<file path="src/rtl/fifo_pkg.sv">
// Shared pointer helpers for both sides of the async FIFO: Gray encode/decode,
// depth derivation and the full-compare target.
package fifo_pkg;

    localparam int PTR_MAX_W = 32;

    typedef logic [PTR_MAX_W-1:0] ptr_word_t;

    function automatic int fifo_depth(input int addr_size);
        return 1 << addr_size;
    endfunction

    // Callers zero-extend their pointer; upper zero bits leave the result unchanged.
    function automatic ptr_word_t bin2gray(input ptr_word_t b);
        return b ^ (b >> 1);
    endfunction

    function automatic ptr_word_t gray2bin(input ptr_word_t g);
        ptr_word_t b;
        b[PTR_MAX_W-1] = g[PTR_MAX_W-1];
        for (int i = PTR_MAX_W - 2; i >= 0; i--) begin
            b[i] = b[i+1] ^ g[i];
        end
        return b;
    endfunction

    // A Gray pointer exactly one lap ahead differs only in its top two bits.
    function automatic ptr_word_t full_target(input ptr_word_t g, input int w);
        return g ^ (ptr_word_t'(2'b11) << (w - 2));
    endfunction

endpackage

</file>
<file path="src/rtl/fifo_gray2bin.sv">
// Combinational Gray-to-binary converter, XOR prefix from the MSB down.
module fifo_gray2bin #(
    parameter int W = 6
) (
    input  logic [W-1:0] gray_i,
    output logic [W-1:0] bin_o
);

    assign bin_o[W-1] = gray_i[W-1];

    for (genvar i = W - 2; i >= 0; i--) begin : g_prefix
        assign bin_o[i] = bin_o[i+1] ^ gray_i[i];
    end

endmodule

</file>
<file path="src/rtl/fifo_wptr_full.sv">
// Write-domain pointer stage of the async FIFO: binary/Gray write pointer,
// registered full/almost_full/level flags and a sticky overflow flag.
module fifo_wptr_full
    import fifo_pkg::*;
#(
    parameter int FIFO_ADDR_SIZE  = 5,
    parameter int ALMOST_FULL_GAP = 4
) (
    input  logic                    clk,
    input  logic                    rst,
    input  logic                    wr_en,
    input  logic [FIFO_ADDR_SIZE:0] rptr_gray_sync,
    input  logic                    ovf_clr,
    output logic                    wr_accept,
    output logic [FIFO_ADDR_SIZE-1:0] waddr,
    output logic [FIFO_ADDR_SIZE:0] wptr_gray,
    output logic                    full,
    output logic                    almost_full,
    output logic [FIFO_ADDR_SIZE:0] wr_level,
    output logic                    overflow
);

    localparam int PW    = FIFO_ADDR_SIZE + 1;
    localparam int DEPTH = fifo_depth(FIFO_ADDR_SIZE);
    localparam logic [PW-1:0] AF_THRESH = PW'(DEPTH - ALMOST_FULL_GAP);

    logic [PW-1:0] wbin_q, wbin_d;
    logic [PW-1:0] wgray_q, wgray_d;
    logic [PW-1:0] level_q, level_d;
    logic          full_q, full_d;
    logic          af_q, af_d;
    logic          ovf_q, ovf_d;
    logic [PW-1:0] rbin_sync;
    ptr_word_t     wbin_wide, wgray_wide, rptr_wide;

    fifo_gray2bin #(.W(PW)) u_rptr_g2b (
        .gray_i (rptr_gray_sync),
        .bin_o  (rbin_sync)
    );

    // Write handshake: wr_en is the producer's request; a write transfers on
    // a rising edge iff wr_en=1 and the registered full=0 (wr_accept=1).
    assign wr_accept = wr_en & ~full_q;

    always_comb begin
        wbin_d     = wbin_q + {{(PW-1){1'b0}}, wr_accept};
        wbin_wide  = {{(PTR_MAX_W-PW){1'b0}}, wbin_d};
        rptr_wide  = {{(PTR_MAX_W-PW){1'b0}}, rptr_gray_sync};
        wgray_wide = bin2gray(wbin_wide);
        wgray_d    = wgray_wide[PW-1:0];
        full_d     = (wgray_wide == full_target(rptr_wide, PW));
        level_d    = wbin_d - rbin_sync;
        af_d       = (level_d >= AF_THRESH);
        // A write attempted while full sets the flag even during a clear.
        ovf_d      = (wr_en & full_q) | (ovf_q & ~ovf_clr);
    end

    always_ff @(posedge clk) begin
        if (rst) begin
            wbin_q  <= '0;
            wgray_q <= '0;
            level_q <= '0;
            full_q  <= 1'b0;
            af_q    <= 1'b0;
            ovf_q   <= 1'b0;
        end else begin
            wbin_q  <= wbin_d;
            wgray_q <= wgray_d;
            level_q <= level_d;
            full_q  <= full_d;
            af_q    <= af_d;
            ovf_q   <= ovf_d;
        end
    end

    assign waddr       = wbin_q[FIFO_ADDR_SIZE-1:0];
    assign wptr_gray   = wgray_q;
    assign full        = full_q;
    assign almost_full = af_q;
    assign wr_level    = level_q;
    assign overflow    = ovf_q;

endmodule

</file>
<file path="config.mk">
export PLATFORM = sky130hd
export DESIGN_NAME = fifo_wptr_full
export DESIGN_NICKNAME = d
export VERILOG_FILES = /design/src/rtl/fifo_pkg.sv /design/src/rtl/fifo_gray2bin.sv /design/src/rtl/fifo_wptr_full.sv
export SDC_FILE = /design/constraint.sdc
export NUM_CORES = 1
export LEC_CHECK = 0
export CAP_MARGIN = 20
export CORE_MARGIN = 1.5
export CORE_UTILIZATION = 47
export DETAILED_ROUTE_END_ITERATION = 10
export PLACE_DENSITY_LB_ADDON = 0.12
export SLEW_MARGIN = 20
export SYNTH_ARGS = -nofsm -noshare
export SYNTH_HDL_FRONTEND = slang
export SYNTH_SLANG_ARGS = --single-unit
</file>
<file path="constraint.sdc">
create_clock -name clk -period 3.8 [get_ports clk]
set_input_delay 0.95 -clock clk [delete_from_list [all_inputs] [get_ports clk]]
set_output_delay 0.95 -clock clk [all_outputs]
set_load 0.02 [all_outputs]
</file>
==> impl_metrics.yaml <==
yosys:
  synth_enable_flop_cells: 0
  post-synth-top-area-cell: "dfxtp_1"
  synth_area_um2: 1154
  avgSynthCellArea_um2: 9.013
  synth_warnings: 0
  ys.flop_type: "dfxtp_1"
  synth_seq_area_share_pct: 34.71
  ys_types: 34
  ys_ff_latch: 20
  synth_top_area_share_pct: 34.71
  synthTopCellsByArea: "dfxtp_1 35%, xnor2_1 9.1%, ha_1 7.6%"
  yosys.cell_count.top_type: "dfxtp_1"
  async_flop_share_pct: 0
  syn_inst: 128
  synth_fp_nets: 146
  ys_top_cells_by_count: "20 x dfxtp_1, 18 x nor2_1, 12 x xnor2_1, 8 x nor2b_1, 7 x ha_1"
layout:
  seqCellArea_um2: 400.4
  area_delta_synth_final_pct: 30.69
  nNetsFinal: 180
  post-route-util_pct: 66.87
  multiInputGateArea_um2: 708.2
  layout-drive-gt1-share_pct: 8.125
  design_area_um2: 1508
  antenna_cells: 0
  fillCellCount: 208
timing:
  rsz0062_at_grt: "false"
  fin_setup_tns_ns: 0
  finalSetupViolations: 0
  hold_viol_final: 0
  clock.fmax_ghz: 0.2837
  worst_pin_slew_ns: 0.3737
  post-route-period-util_pct: 92.76
  slew_violations: 0
  fin_skew_ns: 0.004451
  finalCriticalPeriod_ns: 3.525
  holdWs_ns: 0.4756
  slew_headroom_pct: 75.05
power_and_ir_drop:
  power_density_nw_per_um2: 363.9
  vdd_drop_max_mv: 0.3664
  p_leak_nw: 0.6085
detailed_routing:
  vias: 975
  routedWlPerCell_um: 11.89
  drt_iter0_markers: 23
  drcViolationCount: 0
  first_pass_iters: 4
  routed_wl_um: 2235
  antenna_left: 0
  via_per_inst: 5.186
placement:
  dp_hpwl_um: 1761
  io_buffers: 30
  dpl-instance-area_um2: 1485
  routabilityCongestion: 0.7322
global_route:
  grt_overflow: 0
  grt_max_degree: 21
  grtUsageTotal_pct: 19.09
  grt_pass1_wl_um: 3877
  antenna_found_initial: 0
  grt_pass1_vias: 906
clock_network:
  root_buffer: "clkbuf_4"
  cts_hold_buf: 0
  cts_buffer_depth: 2
  cts_resized: 0
  numCtsBuffers: 3
  cts_htree_levels: 1
  cts_tree: "yes"
  numClockSinks: 20
  clk_pin_slew_ns: 0.10
  clk-insertion-delay-late_ns: 0.30
  post_cts_buffers: 0
critical_path:
  slowest_stage: "clkdlybuf4s50_1"
  arrival_ns: 3.72
  cp.required_ns: 3.99
  critPathLaunchType: "input port"
  cpPeakStageDelay_ns: 0.47
  path_class: "input port to flop"
  crit_start: "rptr_gray_sync[5]"
  regToRegSetupSlack_ns: 1.30
  r2r_start: "full"
  cp_top_family: "XOR/XNOR gates"
  path_buf_inv: 1
  worst_setup_path_end_kind: "flop"
  cp_common_cell: "xor2_2"
  crit_fanout: 3
  worstPathCellList: "clkdlybuf4s50_1 -> xnor2_2 -> xor2_2 -> xor2_2 -> xor2_2 -> xnor2_1 -> ha_1 -> fa_1 -> nor2b_1 -> o21ai_0 -> nand2b_1 -> xnor2_1 -> nor2_1 -> o2bb2ai_1"
floorplanning:
  die_w_um: 52.54
  initial_utilization_pct: 51.17
  fp.dieH_um: 52.54
  die-area_um2: 2760
  coreArea_um2: 2255
  pin_count: 31
  rows: 17
flow_run:
  maxCapViolCount: 0
worst_hold_path:
  hold_class: "flop to flop"
  min_from: "overflow"
status:
  outcome: "finished clean"
[path summary, 6_finish.rpt]
| check | to | cells after the start |
|---|---|---|
| worst max-delay path | almost_full | 14 |
| worst min-delay path | overflow | 2 |
| worst max register to register | almost_full | 11 |
| worst min register to register | overflow | 2 |
[layer usage]
| metal | up-vias | part of all wire [%] | global-route usage [%] |
|---|---|---|---|
| met3 | 6 | 8.1 | 3.143 |
| met2 | 45 | 46 | 31.04 |
| li1 | 492 | - | - |
| met1 | 432 | 44 | 24.46 |
| met5 | - | 0 | 0 |
| met4 | 0 | 1.7 | 8.974 |
[state kept, by name, indices dropped and copies added, names as in the netlist]
| register | cells |
|---|---|
| wr_level | 6 |
| wptr_gray | 5 |
| wbin_q | 6 |
| full | 1 |
| overflow | 1 |
| almost_full | 1 |
[worst min-delay path: cells and delay by family (launching register included)]
kind	cells	cell delay, ns
flip-flops	1	0.32
AND/OR/NAND/NOR	1	0.06
AO/OA/AOI/OAI	1	0.05
[final cells by class]
class,count,area share (%)
tap,28,2.324
inverter,5,1.245
multi-input combinational,99,46.97
timing repair buffer,33,21.41
sequential,20,26.56
clock buffer,3,1.494
[cell usage in the layout (no fill, tap or decap), types with 5 or more instances in the layout]
cell type,Yosys,final
nand2_1,6,6
xor2_1,5,5
clkdlybuf4s50_1,0,30
dfxtp_1,20,20
inv_1,5,5
nor2b_1,8,8
a21oi_1,5,5
ha_1,7,7
o21ai_0,5,5
xnor2_1,12,12
nor2_1,18,18
[where the power goes]
part	switching, mW	internal [mW]	leakage, nW
clock	0.0597	0.0369	0.0138
combinational	0.110	0.101	0.431
sequential	0.00741	0.233	0.164
total	0.177	0.371	0.609
[logic make-up (layout without fill, tap and decap cells)]
kind of cell               after synthesis  after routing  synth area share (%)
and+or+nand+nor                         48             48                 20.39
xor gates and xnor gates                21             21                 18.55
AOI/OAI and AO/OA                       20             20                 11.39
DFF                                     20             20                 34.71
buffers and inverters                    9             41                 3.904
adders and majority gates                8              8                 9.327
muxes                                    2              2                 1.735
[metrics by stage]
stage | std cells | setup slack, ns | power [mW]
final | 188 | 0.2753 | 0.5486
after global routing | 188 | 0.06230 | 0.5868
after CTS | 188 | 0.2643 | 0.5535
after detailed placement | 185 | -0.05008 | 0.4572
after global placement | 185 | 0.08521 | 0.4534
after floorplan | 128 | 0.4588 | 0.3772
(Power assumes the default switching activity.)
